[src/rtl/dma_copy_engine.sv]
// dma_copy_engine: single-channel word-copy DMA master on a req/gnt/rvalid port.
// Ports: clk_sys/rst (async low), cfg_src/dst/len + start/abort,
//   status busy/done/err/words_done/last_word, mem_* bus master signals.
module dma_copy_engine #(
   parameter int ADDR_W = 32,
   parameter int DATA_W = 32,
   parameter int LEN_W  = 16
) (
   input  logic              clk_sys,
   input  logic              rst,
   input  logic [ADDR_W-1:0] cfg_src,
   input  logic [ADDR_W-1:0] cfg_dst,
   input  logic [LEN_W-1:0]  cfg_len,
   input  logic              start,
   input  logic              abort,
   output logic              busy,
   output logic              done,
   output logic              err,
   output logic [LEN_W-1:0]  words_done,
   output logic [DATA_W-1:0] last_word,
   output logic              mem_req,
   output logic              mem_we,
   output logic [ADDR_W-1:0] mem_addr,
   output logic [DATA_W-1:0] mem_wdata,
   input  logic              mem_gnt,
   input  logic              mem_rvalid,
   input  logic [DATA_W-1:0] mem_rdata,
   input  logic              mem_err
);

   typedef enum logic [2:0] {
      IDLE, RD_REQ, RD_WAIT, WR_REQ, WR_WAIT, FIN
   } state_t;

   state_t state, state_nx;

   logic [ADDR_W-1:0] src, src_nx;
   logic [ADDR_W-1:0] dst, dst_nx;
   logic [LEN_W-1:0]  len, len_nx;
   logic [DATA_W-1:0] buffer, buffer_nx;
   logic [LEN_W-1:0]  words_nx, words_inc;
   logic [DATA_W-1:0] last_nx, wdata_nx;
   logic [ADDR_W-1:0] addr_nx;
   logic              err_nx, busy_nx, done_nx, req_nx, we_nx;

   assign words_inc = words_done + LEN_W'(1);

   always_ff @(posedge clk_sys or negedge rst) begin
      if (!rst) state <= IDLE;
      else      state <= state_nx;
   end

   always_comb begin
      state_nx = state;
      unique case (state)
         IDLE:
            if (start) state_nx = (cfg_len == '0) ? FIN : RD_REQ;
         RD_REQ:
            // a granted read is in flight and must finish before abort
            if (mem_gnt)    state_nx = RD_WAIT;
            else if (abort) state_nx = FIN;
         RD_WAIT:
            if (mem_rvalid) state_nx = mem_err ? FIN : WR_REQ;
         WR_REQ:
            if (mem_gnt) state_nx = WR_WAIT;
         WR_WAIT:
            if (mem_rvalid) begin
               if (mem_err)                         state_nx = FIN;
               else if (words_inc == len || abort)  state_nx = FIN;
               else                                 state_nx = RD_REQ;
            end
         FIN:     state_nx = IDLE;
         default: state_nx = IDLE;
      endcase
   end

   // Next values of datapath and outputs; outputs are derived from the
   // next state so that every output comes straight from a flop.
   always_comb begin
      src_nx    = src;
      dst_nx    = dst;
      len_nx    = len;
      buffer_nx = buffer;
      err_nx    = err;
      words_nx  = words_done;
      last_nx   = last_word;
      unique case (state)
         IDLE:
            if (start) begin
               src_nx   = cfg_src;
               dst_nx   = cfg_dst;
               len_nx   = cfg_len;
               err_nx   = 1'b0;
               words_nx = '0;
            end
         RD_WAIT:
            if (mem_rvalid) begin
               if (mem_err) err_nx    = 1'b1;
               else         buffer_nx = mem_rdata;
            end
         WR_WAIT:
            if (mem_rvalid) begin
               if (mem_err) begin
                  err_nx = 1'b1;
               end else begin
                  words_nx = words_inc;
                  last_nx  = buffer;
                  src_nx   = src + ADDR_W'(4);
                  dst_nx   = dst + ADDR_W'(4);
               end
            end
         default: ;
      endcase
      busy_nx  = (state_nx != IDLE);
      done_nx  = (state_nx == FIN);
      req_nx   = (state_nx == RD_REQ) || (state_nx == WR_REQ);
      we_nx    = (state_nx == WR_REQ);
      addr_nx  = mem_addr;
      wdata_nx = mem_wdata;
      if (state_nx == RD_REQ) addr_nx = src_nx;
      if (state_nx == WR_REQ) begin
         addr_nx  = dst_nx;
         wdata_nx = buffer_nx;
      end
   end

   always_ff @(posedge clk_sys or negedge rst) begin
      if (!rst) begin
         src        <= '0;
         dst        <= '0;
         len        <= '0;
         buffer     <= '0;
         err        <= 1'b0;
         words_done <= '0;
         last_word  <= '0;
         busy       <= 1'b0;
         done       <= 1'b0;
         mem_req    <= 1'b0;
         mem_we     <= 1'b0;
         mem_addr   <= '0;
         mem_wdata  <= '0;
      end else begin
         src        <= src_nx;
         dst        <= dst_nx;
         len        <= len_nx;
         buffer     <= buffer_nx;
         err        <= err_nx;
         words_done <= words_nx;
         last_word  <= last_nx;
         busy       <= busy_nx;
         done       <= done_nx;
         mem_req    <= req_nx;
         mem_we     <= we_nx;
         mem_addr   <= addr_nx;
         mem_wdata  <= wdata_nx;
      end
   end

endmodule

[config.mk]
export PLATFORM = sky130hd
export DESIGN_NAME = dma_copy_engine
export DESIGN_NICKNAME = d
export VERILOG_FILES = /design/src/rtl/dma_copy_engine.sv
export SDC_FILE = /design/constraint.sdc
export NUM_CORES = 1
export LEC_CHECK = 0
export BUFFER_PORTS_ARGS = -buffer_cell sky130_fd_sc_hd__clkbuf_2
export CORE_AREA = 4 4 205 207
export CTS_CLUSTER_DIAMETER = 100
export DETAILED_ROUTE_END_ITERATION = 6
export DIE_AREA = 0 0 209 211
export PLACE_DENSITY = 0.51
export SETUP_SLACK_MARGIN = 0.02
export SKIP_CTS_REPAIR_TIMING = 1
export SLEW_MARGIN = 20
export SYNTH_ARGS = -nofsm -noshare
export SYNTH_HDL_FRONTEND = slang
export SYNTH_SLANG_ARGS = --single-unit
[constraint.sdc]
create_clock -name clk_sys -period 6.1 [get_ports clk_sys]
set_input_delay 0 -clock clk_sys [delete_from_list [all_inputs] [get_ports clk_sys]]
set_output_delay 0 -clock clk_sys [all_outputs]
set_load 0.01 [all_outputs]
==> run metrics, run 1 <==
Reg clk slew, reported paths 60 ps; Critical Path Source Type flip-flop; Root Buffer clkbuf_16; post-route clock period utilization 0.582; DRC errors left 0; DP Wirelength 26600 µm; Pleak 7.29 nW; Worst Hold Class input pin to flip-flop; Nets 1660; DR vias 10300; Synthesis Warnings 0; WL met3 2320 µm; gr usage total 0.166; Post-Layout Cell Count 2091; RSZ-0062 raised after global routing false; mapped cell area 0.0120 mm²; number of global-route vias before repair 10000; CP Capture Type flip-flop; failing checks negative hold slack; max incr delay on CP 740 ps; initial core utilization 0.296; WP buf/inv 2; First-pass DRT Iterations 5; Final Max Slew Viols 0; Die Span Y 211 µm; CP top delay family simple AND/OR/NAND/NOR gates; met1 WL 17600 µm; core region area 0.0404 mm²; setup tns final 0 ps; wire per inst 18.2 µm; final instance area 0.0155 mm²; post-synth top area share 0.486; fmax 0.282 GHz; Critical Path AT 3990 ps; Post-synth EDFFs 0; routability cong. 0.826; ys async rst share 1.00; die area 0.0441 mm²; cell taking the most area after synthesis dfrtp_1; worst skew pair latency 560 ps; top fanout value on the critical path 34; initial antenna violation count 2; layout cell share with drive strength beyond 1 0.269; area grow syn2layout 29.3%; num rows 74; DIE WIDTH 209 µm; placed cell count 1953; metal2 WL 17200 µm; num ports 236; post-synthesis sequential area ratio 0.486; Syn Area/Cell 9.54 µm²; maximum vdd drop 247 µV; final global-route overflow total 0; worst-path cell chain clkinv_1, nand3_1, buf_4, o21ai_0, nor2_1, nand2_4, mux2_4; CP Data Required Time 6540 ps; Clock Path Buffers 3; CTS sink cnt 232; WS Path Type flip-flop to flip-flop; Crit-path slowest cell dfrtp_2; Starting DRT DRC Count 550; Pwr per Cell Area 496 mW/mm²; Synth Instances 1252; Clock H-tree levels 1; Slew HR 0.329; highest metal used met5; CTS Buf Count 28; transition time of the tightest slew-check pin 999 ps; Antenna Violating Nets Remaining 0; first-pass GRT wire length 59000 µm; Synth Register Bits 232; Synth area leaders dfrtp_1 (49%), mux2_2 (7.6%), nand2_1 (7.1%); routed vias/inst 4.91; largest net degree at the start of global routing 126; synth cell count leaders dfrtp_1 (232), nand2_1 (227), nor2_1 (113), mux2_2 (81), a21oi_1 (71); clk_skew 9.96 ps; Tmin final 3550 ps; setup slack after layout 2550 ps; WHS -68.9 ps; Fin. Hold Viols 8; most common cell in the synthesized netlist dfrtp_1; ys flop type dfrtp_1; Yosys cell types 71; # fillers 4151; syn_nets 1374; worst slack, placed 2480 ps; I/O Buffers 235; status complete, but fails checks; MaxCap Viol Count 0; CTS tree built; final wirelength 38100 µm; Area after DPL 0.0136 mm²; Setup Viol. Count Final 0; Total Power 7.67 mW
[kinds of logic after synthesis]
| group | Yosys count | synth area share |
|---|---|---|
| buffers and inverters | 100 | 0.0379 |
| multiplexers | 135 | 0.130 |
| AO/OA/AOI/OAI | 242 | 0.123 |
| adder cells (fa/ha/maj) | 3 | 0.00314 |
| XOR/XNOR | 28 | 0.0205 |
| flip-flops | 232 | 0.486 |
| AND/OR/NAND/NOR | 512 | 0.200 |
[metrics by stage]
stage          utilization  hold WS, ps
4_1_cts              0.361         -477
6_report             0.383        -68.9
2_1_floorplan            -         -296
3_3_place_gp         0.336          114
5_1_grt              0.383       0.0678
3_5_place_dp         0.336          117
[placed cells by master, fill, tap and decap left out, drive strengths merged, types with 32 or more instances in the layout]
cell	instances
clkbuf	271
dlygate4sd3	87
a21oi	71
nand2	228
nand3	59
o22ai	32
mux2	100
nor2	114
o21ai	64
mux2i	35
dfrtp	232
[area by class of cell]
type                       instances  area [µm²]  share of cell area
timing repair buffer             337        2180               0.141
sequential                       232        5810               0.376
multi-input combinational        920        5730               0.370
clock inverter                    13         229              0.0148
inverter                          19        71.3             0.00461
antenna                            1        2.50            0.000162
clock buffer                      37         774              0.0501
tap                              532         666              0.0431
[flip-flops by register name, summed over array words and instances (netlist names), 3 cells and up]
| name | count |
|---|---|
| mem_wdata | 32 |
| last_word | 32 |
| src | 32 |
| len | 16 |
| dst | 32 |
| mem_addr | 32 |
| buffer | 32 |
| state | 3 |
| words_done | 16 |
[tightest hold or removal path: cells and delay by family]
kind | cells | cell delay, ps
compound gates | 3 | 290
simple gates | 1 | 70
buf+inv | 1 | 80
[report_power, final]
part	switching, mW	total, mW	leakage [nW]	internal (mW)
Clock	0.684	1.83	0.491	1.14
Sequential	0.607	2.81	2.92	2.20
Combinational	1.68	3.03	3.87	1.35
Total	2.97	7.67	7.29	4.69
[routing by layer]
layer  vias to the layer above  track usage
met5                         -            0
met4                         2       0.0470
met3                        58       0.0422
met2                       277        0.259
met1                      4915        0.232
li1                       5006            -
[worst paths after layout]
| check | from | to | slack (ps) | cells past startpoint |
|---|---|---|---|---|
| worst max register to register | state[2]$_DFF_PN0_ | mem_addr[10]$_DFFE_PN0P_ | 2550 | 7 |
| min in group asynchronous | rst | mem_addr[27]$_DFFE_PN0P_ | 60 | 2 |
| worst min register to register | buffer[1]$_DFF_PN0_ | last_word[1]$_DFFE_PN0P_ | 460 | 2 |
| max in group asynchronous | rst | last_word[24]$_DFFE_PN0P_ | 4810 | 3 |
| worst max-delay path | state[2]$_DFF_PN0_ | mem_addr[10]$_DFFE_PN0P_ | 2550 | 7 |
| worst min-delay path | cfg_dst[17] | dst[17]$_DFF_PN0_ | -70 | 5 |
(Power assumes the default switching activity.)
==> run 2: changes to the inputs <==
- clock period: 6.1 -> 3.59 ns (I/O delays scaled with it)
==> run 2 against run 1 <==
Against the previous run: the flow still finishes with violations (negative hold slack); worst setup slack worse by 2300 ps; non-clock buffer count is 22 higher; power is 69% higher; global-route usage is 0.30 points higher; via count is 1.9% higher; critical path depth is 2 higher; cell count is 1.2% higher; largest power group unchanged.
==> run metrics, run 2 (same netlist as run 1, synthesis figures left out) <==
status complete, but fails checks (unchanged); failing checks negative hold slack (unchanged); num ports 236 (unchanged); Fin. Hold Viols 6 (was 8); Nets 1683 (was 1660); DRC errors left 0 (unchanged); WHS -56.3 ps (was -68.9 ps); transition time of the tightest slew-check pin 906 ps (was 999 ps); HP Start cfg_dst[14] (was cfg_dst[17]); Tmin final 3310 ps (was 3550 ps); top fanout value on the critical path 23 (was 34); area of the multi-input gates 0.00573 mm² (about the same); routed vias/inst 4.94 (was 4.91); commonest non-fill, non-tap cell in the layout clkbuf_2 (unchanged); routability cong. 0.801 (was 0.826); worst slack, placed 183 ps (was 2480 ps); RSZ-0062 raised after global routing false (unchanged); Setup Viol. Count Final 0 (unchanged); number of global-route vias before repair 10100 (was 10000); Critical R2R Capture mem_addr[21]$_DFFE_PN0P_ (was mem_addr[10]$_DFFE_PN0P_); initial antenna violation count 1 (was 2); clk_skew 13.6 ps (was 9.96 ps); wire per inst 18.4 µm (was 18.2 µm); Hold Path Depth 5 (unchanged); R2R Path Start words_done[1]$_DFFE_PN0P_ (was state[2]$_DFF_PN0_); WS Path Type flip-flop to flip-flop (unchanged); setup slack after layout 279 ps (was 2550 ps); maximum vdd drop 417 µV (was 247 µV); worst skew pair latency 560 ps (about the same); CTS Buf Count 29 (was 28); num rows 74 (unchanged); Pwr per Cell Area 831 mW/mm² (was 496 mW/mm²); worst min-delay path endpoint dst[14]$_DFF_PN0_ (was dst[17]$_DFF_PN0_); CP Data Required Time 4060 ps (was 6540 ps); die area 0.0441 mm² (unchanged); Slew HR 0.396 (was 0.329); Clock Path Buffers 3 (unchanged); CP Capture Type flip-flop (unchanged); Worst Hold Class input pin to flip-flop (unchanged); Die Span Y 211 µm (unchanged); Reg clk slew, reported paths 60 ps (about the same); final global-route overflow total 0 (unchanged); Antenna Violating Nets Remaining 0 (unchanged); first-pass GRT wire length 59600 µm (was 59000 µm); CTS sink cnt 232 (unchanged); Crit-path slowest cell or4_1 (was dfrtp_2); Clock H-tree levels 1 (unchanged); Root Buffer clkbuf_16 (unchanged); fmax 0.302 GHz (was 0.282 GHz); largest net degree at the start of global routing 108 (was 126); Reg area 0.00581 mm² (unchanged); I/O Buffers 235 (unchanged); layout cell share with drive strength beyond 1 0.277 (was 0.269); gr usage total 0.169 (was 0.166); Reg2Reg Depth 9 (was 7); Critical Path AT 3780 ps (was 3990 ps); max incr delay on CP 640 ps (was 740 ps); final wirelength 39000 µm (was 38100 µm); worst-path cell chain ha_1, nand4_1, or4_1, xnor2_1, a2111oi_2, nand4_2, nand2_8, buf_4, mux2i_1 (was clkinv_1, nand3_1, buf_4, o21ai_0, nor2_1, nand2_4, mux2_4); Critical Path Source Type flip-flop (unchanged); commonest non-fill, non-tap cells in the layout clkbuf_2 (234), dfrtp_1 (231), nand2_1 (227) (unchanged); Pleak 7.38 nW (was 7.29 nW); DR vias 10500 (was 10300); CTS tree built (unchanged); R2R Setup Slk 280 ps (was 2550 ps); setup tns final 0 ps (unchanged); Final Max Slew Viols 0 (unchanged); initial core utilization 0.296 (unchanged); area grow syn2layout 30.6% (was 29.3%); DIE WIDTH 209 µm (unchanged); MaxCap Viol Count 0 (unchanged); post-route clock period utilization 0.922 (was 0.582); Starting DRT DRC Count 611 (was 550); First-pass DRT Iterations 4 (was 5); # fillers 4153 (was 4151); DP Wirelength 27300 µm (was 26600 µm); core region area 0.0404 mm² (unchanged)
-- run 2: cell types whose count changed in the layout (fill, tap and decap cells not counted), sizes merged --
cell	previous run	this run
buf	16	34
bufinv	6	2
clkbuf	271	275
dlygate4sd3	87	91
clkinv	7	10
inv	18	19
-- run 2: area by class of cell --
| type | instances | share of cell area |
|---|---|---|
| Sequential cell | 232 | 0.372 |
| Clock inverter | 13 | 0.00778 |
| Inverter | 19 | 0.00457 |
| Multi-Input combinational cell | 920 | 0.367 |
| Timing Repair Buffer | 359 | 0.153 |
| Tap cell | 532 | 0.0427 |
| Clock buffer | 41 | 0.0526 |
| Antenna cell | 1 | 0.000160 |
-- run 2: worst max path at each step --
stage                               end  cells after the start                       from
6_report       mem_addr[21]$_DFFE_PN0P_                      9  words_done[1]$_DFFE_PN0P_
3_5_place_dp   mem_addr[30]$_DFFE_PN0P_                      9  words_done[1]$_DFFE_PN0P_
4_1_cts        mem_addr[30]$_DFFE_PN0P_                      9  words_done[1]$_DFFE_PN0P_
3_3_place_gp   mem_addr[17]$_DFFE_PN0P_                      9  words_done[0]$_DFFE_PN0P_
5_1_grt         mem_addr[0]$_DFFE_PN0P_                      9  words_done[1]$_DFFE_PN0P_
2_1_floorplan  mem_addr[10]$_DFFE_PN0P_                      9  words_done[1]$_DFFE_PN0P_
-- run 2: critical path: cells and delay by family (launching register included) --
kind                       cells  cell delay, ps
buffers and inverters          1             210
adders and majority gates      1             290
muxes                          1             190
xor gates and xnor gates       1             180
and+or+nand+nor                4            1600
AOI/OAI and AO/OA              1             390
DFF                            1             350
-- run 2: routing by layer --
layer  global-route usage  vias up  wire, µm
met4               0.0509        0      1100
met3               0.0389       56      2170
met1                0.239     5059     18100
li1                     -     5059         -
met2                0.262      283     17600
met5                    0        -         0
-- run 2: through the flow --
step | hold WS [ps] | area, µm² | instances | total power, mW | util
2_1_floorplan | -296 | 12000 | 1252 | 8.18 | -
3_5_place_dp | 128 | 13700 | 1971 | 10.0 | 0.340
4_1_cts | -470 | 14700 | 2025 | 13.0 | 0.364
6_report | -56.3 | 15600 | 2117 | 13.0 | 0.387
3_3_place_gp | 132 | 13700 | 1971 | 9.96 | 0.340
5_1_grt | 7.81 | 15600 | 2117 | 13.9 | 0.387
-- run 2: report_power, final --
part	total (mW)	internal, mW	switching (mW)
Sequential	4.70	3.74	0.955
Clock	2.91	1.73	1.18
Combinational	5.37	2.38	2.99
